## src/rtl/uart_mon_pkg.sv

```systemverilog
// uart_mon_pkg: shared receiver state encoding and frame constants
package uart_mon_pkg;
    localparam int UART_DATA_BITS = 8;
    localparam int DEFAULT_CLKS_PER_BIT = 868;
    typedef enum logic [2:0] {IDLE, START, DATA, STOP, BREAK} rx_state_e;
endpackage

```

## src/rtl/uart_mon_fifo.sv

```systemverilog
// uart_mon_fifo: synchronous byte FIFO; a push into a full FIFO is only accepted alongside a pop
module uart_mon_fifo #(
    parameter int DEPTH = 16,
    parameter int WIDTH = 8
) (
    input  logic                       clk,
    input  logic                       rst,
    input  logic                       push,
    input  logic                       pop,
    input  logic [WIDTH-1:0]           wdata,
    output logic [WIDTH-1:0]           rdata,
    output logic                       full,
    output logic                       empty,
    output logic                       drop,
    output logic [$clog2(DEPTH):0]     count
);
    localparam int AW = $clog2(DEPTH);
    logic [WIDTH-1:0] mem [DEPTH];
    logic [AW-1:0] wr_ptr, rd_ptr;
    logic do_push, do_pop;
    assign empty = count == '0;
    assign full = count == (AW+1)'(DEPTH);
    assign do_pop = pop && !empty;
    assign do_push = push && (!full || do_pop);
    assign drop = push && !do_push;
    assign rdata = empty ? '0 : mem[rd_ptr];
    // pointers wrap naturally at the power-of-two depth
    always_ff @(posedge clk) begin
        if (rst) begin
            wr_ptr <= '0;
            rd_ptr <= '0;
            count <= '0;
        end else begin
            wr_ptr <= wr_ptr + AW'(do_push);
            rd_ptr <= rd_ptr + AW'(do_pop);
            count <= count + (AW+1)'(do_push) - (AW+1)'(do_pop);
        end
    end
    // storage needs no reset: rdata is masked while empty
    always_ff @(posedge clk) begin
        if (do_push) mem[wr_ptr] <= wdata;
    end
endmodule

```

## src/rtl/uart_rx_monitor.sv

```systemverilog
// uart_rx_monitor: 8N1 UART receiver feeding a byte FIFO with valid/ready output and sticky error flags
module uart_rx_monitor
    import uart_mon_pkg::*;
#(
    parameter int CLKS_PER_BIT = DEFAULT_CLKS_PER_BIT,
    parameter int FIFO_DEPTH = 16
) (
    input  logic                          clk_i,
    input  logic                          rst_i,
    input  logic                          rx_i,
    output logic [7:0]                    data_o,
    output logic                          valid_o,
    input  logic                          ready_i,
    output logic [$clog2(FIFO_DEPTH):0]   count_o,
    output logic                          busy_o,
    output logic                          frame_err_o,
    output logic                          overflow_o,
    input  logic                          clear_i
);
    localparam int CW = $clog2(CLKS_PER_BIT);
    localparam logic [CW-1:0] HALF = CW'(CLKS_PER_BIT/2 - 1);
    localparam logic [CW-1:0] FULL = CW'(CLKS_PER_BIT - 1);
    logic [1:0] sync;
    logic rxs, tick, push, drop, ferr_set, empty, full;
    rx_state_e state, state_n;
    logic [CW-1:0] cnt, cnt_n;
    logic [2:0] bit_idx, bit_n;
    logic [7:0] shreg, sh_n;
    assign rxs = sync[1];
    assign tick = cnt == '0;
    assign busy_o = state != IDLE;
    assign valid_o = !empty;
    // two-flop synchronizer, idling high so reset never looks like a start bit
    always_ff @(posedge clk_i) begin
        sync <= rst_i ? 2'b11 : {sync[0], rx_i};
    end
    // receiver state, bit/clock counters and shift register
    always_ff @(posedge clk_i) begin
        if (rst_i) begin
            state <= IDLE;
            cnt <= '0;
            bit_idx <= '0;
            shreg <= '0;
        end else begin
            state <= state_n;
            cnt <= cnt_n;
            bit_idx <= bit_n;
            shreg <= sh_n;
        end
    end
    // next state: every sample lands mid-bit, half a bit after the start edge then whole bits
    always_comb begin
        state_n = state;
        cnt_n = tick ? cnt : cnt - 1'b1;
        bit_n = bit_idx;
        sh_n = shreg;
        push = 1'b0;
        ferr_set = 1'b0;
        case (state)
            IDLE: if (!rxs) begin
                state_n = START;
                cnt_n = HALF;
            end
            START: if (tick) begin
                state_n = rxs ? IDLE : DATA;
                cnt_n = FULL;
                bit_n = '0;
            end
            DATA: if (tick) begin
                sh_n = {rxs, shreg[7:1]};
                cnt_n = FULL;
                bit_n = bit_idx + 1'b1;
                state_n = (bit_idx == 3'(UART_DATA_BITS - 1)) ? STOP : DATA;
            end
            STOP: if (tick) begin
                push = rxs;
                ferr_set = !rxs;
                state_n = rxs ? IDLE : BREAK;
            end
            BREAK: state_n = rxs ? IDLE : BREAK;
            default: state_n = IDLE;
        endcase
    end
    // sticky error flags; a new event in the clearing cycle wins
    always_ff @(posedge clk_i) begin
        if (rst_i) begin
            frame_err_o <= 1'b0;
            overflow_o <= 1'b0;
        end else begin
            frame_err_o <= ferr_set || (frame_err_o && !clear_i);
            overflow_o <= drop || (overflow_o && !clear_i);
        end
    end
    uart_mon_fifo #(.DEPTH(FIFO_DEPTH), .WIDTH(UART_DATA_BITS)) u_fifo (
        .clk(clk_i),
        .rst(rst_i),
        .push(push),
        .pop(ready_i),
        .wdata(shreg),
        .rdata(data_o),
        .full(full),
        .empty(empty),
        .drop(drop),
        .count(count_o)
    );
endmodule
```

## config.mk

```make
export PLATFORM = sky130hd
export DESIGN_NAME = uart_rx_monitor
export DESIGN_NICKNAME = d
export VERILOG_FILES = /design/src/rtl/uart_mon_pkg.sv /design/src/rtl/uart_mon_fifo.sv /design/src/rtl/uart_rx_monitor.sv
export SDC_FILE = /design/constraint.sdc
export NUM_CORES = 1
export LEC_CHECK = 0
export BUFFER_PORTS_ARGS = -buffer_cell sky130_fd_sc_hd__buf_2
export CELL_PAD_IN_SITES_DETAIL_PLACEMENT = 1
export CELL_PAD_IN_SITES_GLOBAL_PLACEMENT = 2
export CORE_AREA = 4 4 124 126
export DETAILED_ROUTE_END_ITERATION = 10
export DIE_AREA = 0 0 128 130
export HOLD_SLACK_MARGIN = 0.03
export PLACE_DENSITY_LB_ADDON = 0.1
export SETUP_SLACK_MARGIN = 0.3
export SYNTH_ARGS = -nofsm -noshare
export SYNTH_HDL_FRONTEND = slang
export SYNTH_SLANG_ARGS = --single-unit
```

## constraint.sdc

```tcl
create_clock -name clk_i -period 5.15 [get_ports clk_i]
set_input_delay 1.2875 -clock clk_i [delete_from_list [all_inputs] [get_ports clk_i]]
set_output_delay 1.2875 -clock clk_i [all_outputs]
set_load 0.05 [all_outputs]
```

* Word level (Yosys, flattened, before mapping) *
Memory sizes are Yosys's and may differ from the RTL's. A register that Yosys moved wholly into a read port is not among the register bits.
Cells that the tools add are included.

word-level totals
  RAM bits = 128
  output and inout bits = 17
  word-level logic and storage cells = 72
  bits in read-only memories = 0
  flip-flop bits (word level) = 41
  latch bits = 0
  bits of input ports = 5
  memories kept = 1

memories
  name        words  width  rd ports  clocked after memory_dff  wr ports  line                 RTL
  u_fifo.mem  16     8      1         1                         1         uart_mon_fifo.sv:18  logic [WIDTH-1:0] mem [DEPTH];

operators by class
  equal/unequal tests = 10
  divide/modulo/power cells = 0
  muxes and demuxes = 23
  multiply operators = 0
  bitwise logic cells = 0
  $add $sub $neg = 6
  reduce and logical (&&, ||, !) cells = 22
  magnitude comparators = 0
  shift operators = 0

operators by type and width
  operator                                                                number
  10-bit 2-to-1 mux                                                       3
  3-bit 2-to-1 mux                                                        7
  10-bit one-hot mux with 2 select lines                                  1
  3-bit one-hot mux with 5 select lines                                   1
  10-bit logical NOT                                                      1
  10-bit by 1-bit subtractor with 10-bit output (second input constant)   1
  4-bit by 1-bit adder with 4-bit output                                  2
  8-bit 2-to-1 mux                                                        1
  2-bit inequality test (second input constant)                           4
  1-bit 2-to-1 mux                                                        7
  3-bit by 2-bit equality test with 1-bit output (second input constant)  2
  3-bit equality test (second input constant)                             2
  3-bit one-hot mux with 2 select lines                                   1
  5-bit by 1-bit adder with 5-bit output                                  1
  5-bit equality test (second input constant)                             1
  1-bit logical AND                                                       5
  1-bit logical NOT                                                       5
  5-bit logical NOT                                                       1
  5-bit by 1-bit subtractor with 5-bit output                             1
  4-bit 2-to-1 mux                                                        1
  4-bit AND reduction                                                     1
  3-bit by 1-bit adder with 3-bit output (second input constant)          1
  3-bit by 1-bit equality test with 1-bit output (second input constant)  1
  3-bit logical NOT                                                       1
  other kinds (7)                                                         9

* Depth between registers and ports, before layout *
  depth after elaboration = 8
  depth in mapped cells = 14
  gate-level depth less buffers = 13

* Modules after synthesis *
Synthesis repeated with hierarchy kept, for this count alone.

unflattened totals
  cells, all modules = 438
  area total of the unflattened synthesis = 7015.5 sq um

by module, submodules not included
  module           times used  area each (sq um)  sequential area each (sq um)  cells each
  uart_mon_fifo    1           5664.2             4103.9                        292
  uart_rx_monitor  1           1351.3             560.5                         146

* Worst setup path before layout *
OpenSTA, ideal clock, no wires.

  kind = reg-to-output
  start point = register u_fifo.rd_ptr[1] (netlist name)
  end point = output port data_o[6]
  required time = 3.863 ns
  arrival = 2.764 ns
  path buffers = 3
  path slack = 1.098 ns
  stages on the path, launching flop included = 7
  cell sequence = dfxtp_1 clkbuf_1 buf_2 buf_1 mux4_2 mux2i_1 a211oi_1

RTL lines
  what              line                   RTL
  end: declaration  uart_rx_monitor.sv:11  output logic [7:0] data_o,

==> metrics.md <==
| Metric | Value |
|---|---|
| Postcts setup bufs | 0 |
| Syn Nets | 462 |
| Worst Slack Setup Final | 1012 ps |
| RSZ-0062 raised after global routing | false |
| Final period util | 80.35% |
| TritonCTS clock tree | built |
| Dpl ws | 1430 ps |
| Die Ht | 130 um |
| Setup Crit Path Kind | flip-flop to output port |
| Synth unique cells | 47 |
| Most used cell, CP | a211oi_1 |
| Vias/cell | 5.712 |
| Worst slew margin | 16.51% |
| Syn avg cell area | 15.70 sq um |
| H-tree depth | 4 |
| Crit path max-delay cell type | dfxtp_2 |
| Worst slew pin tran | 1243 ps |
| Hold WC Path Type | flip-flop to flip-flop |
| Post-route setup TNS | 0 ps |
| IO Count | 22 |
| Final wirelength | 14.34 mm |
| Clk slew on worst S/H paths | 60 ps |
| Vias in the first global route | 3,941 |
| Global-route wire length before repair | 22.97 mm |
| Max VDD drop | 261.7 uV |
| Main flop type after synthesis | edfxtp_1 |
| Gr ovfl total | 0 |
| Root Driver | clkbuf_16 |
| Worst Path Max Fanout | 19 |
| Core ar. | 14,310 sq um |
| Initial DRC count | 274 |
| Sink Count | 169 |
| Global Route met1 Usage | 25.57% |
| Vias after detailed routing | 3,753 |
| Max_cap viols | 0 |
| Critical Path RT | 3860 ps |
| Register area share after synthesis | 67.23% |
| Largest net degree at the start of global routing | 38 |
| Synthesized flop and latch total | 169 |
| Post-DP HPWL | 9.393 mm |
| Global route hottest layer | met2 |
| Post-CTS Hold Fix Bufs | 0 |
| Post-CTS sizing | 0 |
| Post-DRT Antenna Nets | 0 |
| Drt wl/cell | 21.82 um |
| Critical Path AT | 2850 ps |
| PortBufs | 21 |
| Status | complete, no violations |
| Share of layout cells above drive strength 1 | 22.20% |
| CP peak stage delay | 670 ps |
| Clk_skew | 7.812 ps |
| Min cycle time layout | 4138 ps |
| Antenna violations before repair | 0 |
| CP Cell Sequence | buf_4, mux4_2, nor2b_1, a211oi_1, a211oi_1, buf_2 |
| Crit path capture type | output port |
| GRT Total Usage | 18.70% |
| Met3 Track Usage GR | 3.479% |
| Yosys warns | 0 |
| Area growth from synthesis to layout | 12.55% |
| Leak | 0.002550 uW |
| CTS Buffer Depth | 2 |
| Worst R2R Setup Slack | 1590 ps |
| Post-synth EDFFs | 128 |
| Max Fclk | 241.7 MHz |
| Num CTS Buffers | 17 |
| Nets | 480 |
| Drt first pass iters | 4 |
| Die Wd | 128 um |
| GR Util met2 | 30.41% |
| Die area | 16,640 sq um |
| Max-slew violations | 0 |
| Ys async rst share | 0% |
| RD Place Congestion | 0.7101 |
| # diodes | 0 |
| Worst-skew pair later-pin latency | 420 ps |
| Synth Cell Area | 6938 sq um |
| Pwr/cell area | 503.0 nW/um^2 |
| Cell count after synthesis | 442 |
| Initial standard-cell utilization of the core | 48.47% |
| Row count | 44 |
| Remaining DRCs | 0 |
| Startpoint Class | flip-flop |
| Fin. Hold Viols | 0 |
| Final setup vio count | 0 |
## cell families (layout without fill, tap and decap cells)
group	after synthesis	in the layout	share of synthesized area, %
muxes	49	49	12.84
xor gates and xnor gates	9	9	1.136
DFF	169	169	67.23
adders and majority gates	15	15	2.813
AOI/OAI and AO/OA	53	53	5.158
and+or+nand+nor	108	108	8.602
buffers and inverters	39	70	2.218
## path summary, 6_finish.rpt
kind | from | end | cells after the start
max | u_fifo.rd_ptr[1] | data_o[4] | 6
min | sync[0] | sync[1] | 1
max reg2reg | cnt[0] | u_fifo.mem[0][6] | 7
min reg2reg | sync[0] | sync[1] | 1
## report_power, final
group	internal, uW	switching [uW]	total (uW)
clock	730	527	1260
combinational	400	677	1080
sequential	1510	87.0	1590
## cell usage after synthesis (2+ instances only)
| cell | instances | area, sq um |
|---|---|---|
| a21oi_1 | 11 | 55.05 |
| nand2_1 | 7 | 26.28 |
| nand3b_1 | 2 | 15.01 |
| a31oi_1 | 2 | 12.51 |
| or3_1 | 3 | 18.77 |
| o31ai_1 | 2 | 15.01 |
| or4_1 | 2 | 15.01 |
| or3b_2 | 2 | 17.52 |
| buf_1 | 2 | 7.510 |
| nand2b_1 | 5 | 31.28 |
| nor2b_1 | 17 | 106.4 |
| nand3_1 | 3 | 15.01 |
| ha_1 | 14 | 175.2 |
| buf_2 | 6 | 30.03 |
| inv_1 | 10 | 37.54 |
| mux4_2 | 32 | 720.7 |
| nor2_1 | 37 | 138.9 |
| nor3_1 | 11 | 55.05 |
| nor4_1 | 3 | 18.77 |
| dfxtp_1 | 41 | 820.8 |
| nand4b_1 | 3 | 26.28 |
| nor3b_1 | 3 | 22.52 |
| clkbuf_1 | 20 | 75.07 |
| a211oi_1 | 19 | 142.6 |
| mux2i_1 | 17 | 170.2 |
| xnor2_1 | 6 | 52.55 |
| xor2_1 | 3 | 26.28 |
| or2_2 | 4 | 25.02 |
| o21ai_0 | 10 | 50.05 |
| edfxtp_1 | 128 | 3844 |
## critical path: cells and delay by family (launching register included)
family          cells  cell delay, ps
mux                 1             550
compound gates      2             380
simple gates        1             160
flops               1             670
buf+inv             2             660
## flip-flops by register name, indices dropped and copies added, names as in the netlist
signal / count
u_fifo.mem: 128
cnt: 10
shreg: 8
u_fifo.count: 5
u_fifo.rd_ptr: 4
u_fifo.wr_ptr: 4
bit_idx: 3
state: 3
sync: 2
frame_err_o: 1
overflow_o: 1
## layout by cell type (no fill, tap or decap), types with 2 or more instances in the layout
| cell | synthesis | final |
|---|---|---|
| a211oi_1 | 19 | 19 |
| a21oi_1 | 11 | 11 |
| a31oi_1 | 2 | 2 |
| buf_2 | 6 | 21 |
| buf_4 | 0 | 6 |
| bufinv_16 | 0 | 2 |
| clkbuf_16 | 0 | 17 |
| clkinv_4 | 0 | 3 |
| clkinvlp_4 | 0 | 7 |
| dfxtp_1 | 41 | 40 |
| edfxtp_1 | 128 | 128 |
| ha_1 | 14 | 14 |
| inv_1 | 10 | 10 |
| mux2i_1 | 17 | 17 |
| mux4_2 | 32 | 32 |
| nand2_1 | 7 | 7 |
| nand2b_1 | 5 | 5 |
| nand3_1 | 3 | 3 |
| nand3b_1 | 2 | 2 |
| nand4b_1 | 3 | 3 |
| nor2_1 | 37 | 37 |
| nor2b_1 | 17 | 17 |
| nor3_1 | 11 | 10 |
| nor3_2 | 1 | 2 |
| nor3b_1 | 3 | 3 |
| nor4_1 | 3 | 2 |
| o21ai_0 | 10 | 10 |
| o31ai_1 | 2 | 2 |
| or2_2 | 4 | 4 |
| or3_1 | 3 | 3 |
| or3b_2 | 2 | 2 |
| or4_1 | 2 | 2 |
| xnor2_1 | 6 | 6 |
| xor2_1 | 3 | 3 |
## metrics by stage
stage	util, %	instance area [sq um]	std cells	power (uW)	hold WS, ps
6_report	54.55	7809	657	3928	414.8
5_1_grt	54.55	7809	657	4146	438.3
4_1_cts	54.52	7804	657	3988	418.8
3_5_place_dp	50.39	7213	625	2719	403.4
3_3_place_gp	50.39	7213	625	2691	394.9
2_1_floorplan	-	6938	442	2467	389.5
## per-layer routing
metal | vias to the layer above | part of all wire (%)
li1 | 1759 | -
met1 | 1916 | 45
met2 | 63 | 49
met3 | 15 | 3.9
met4 | 0 | 1.6
met5 | - | 0
## area by class of cell
type                            count  area (sq um)
Tap cell                          184         230.2
Multi-Input combinational cell    234          2131
Timing Repair Buffer               27         150.1
Fill cell                        1377          6505
Clock inverter                     13         147.6
Sequential cell                   169          4666
Inverter                           11         41.29
Clock buffer                       19         442.9
(Power assumes the default switching activity.)
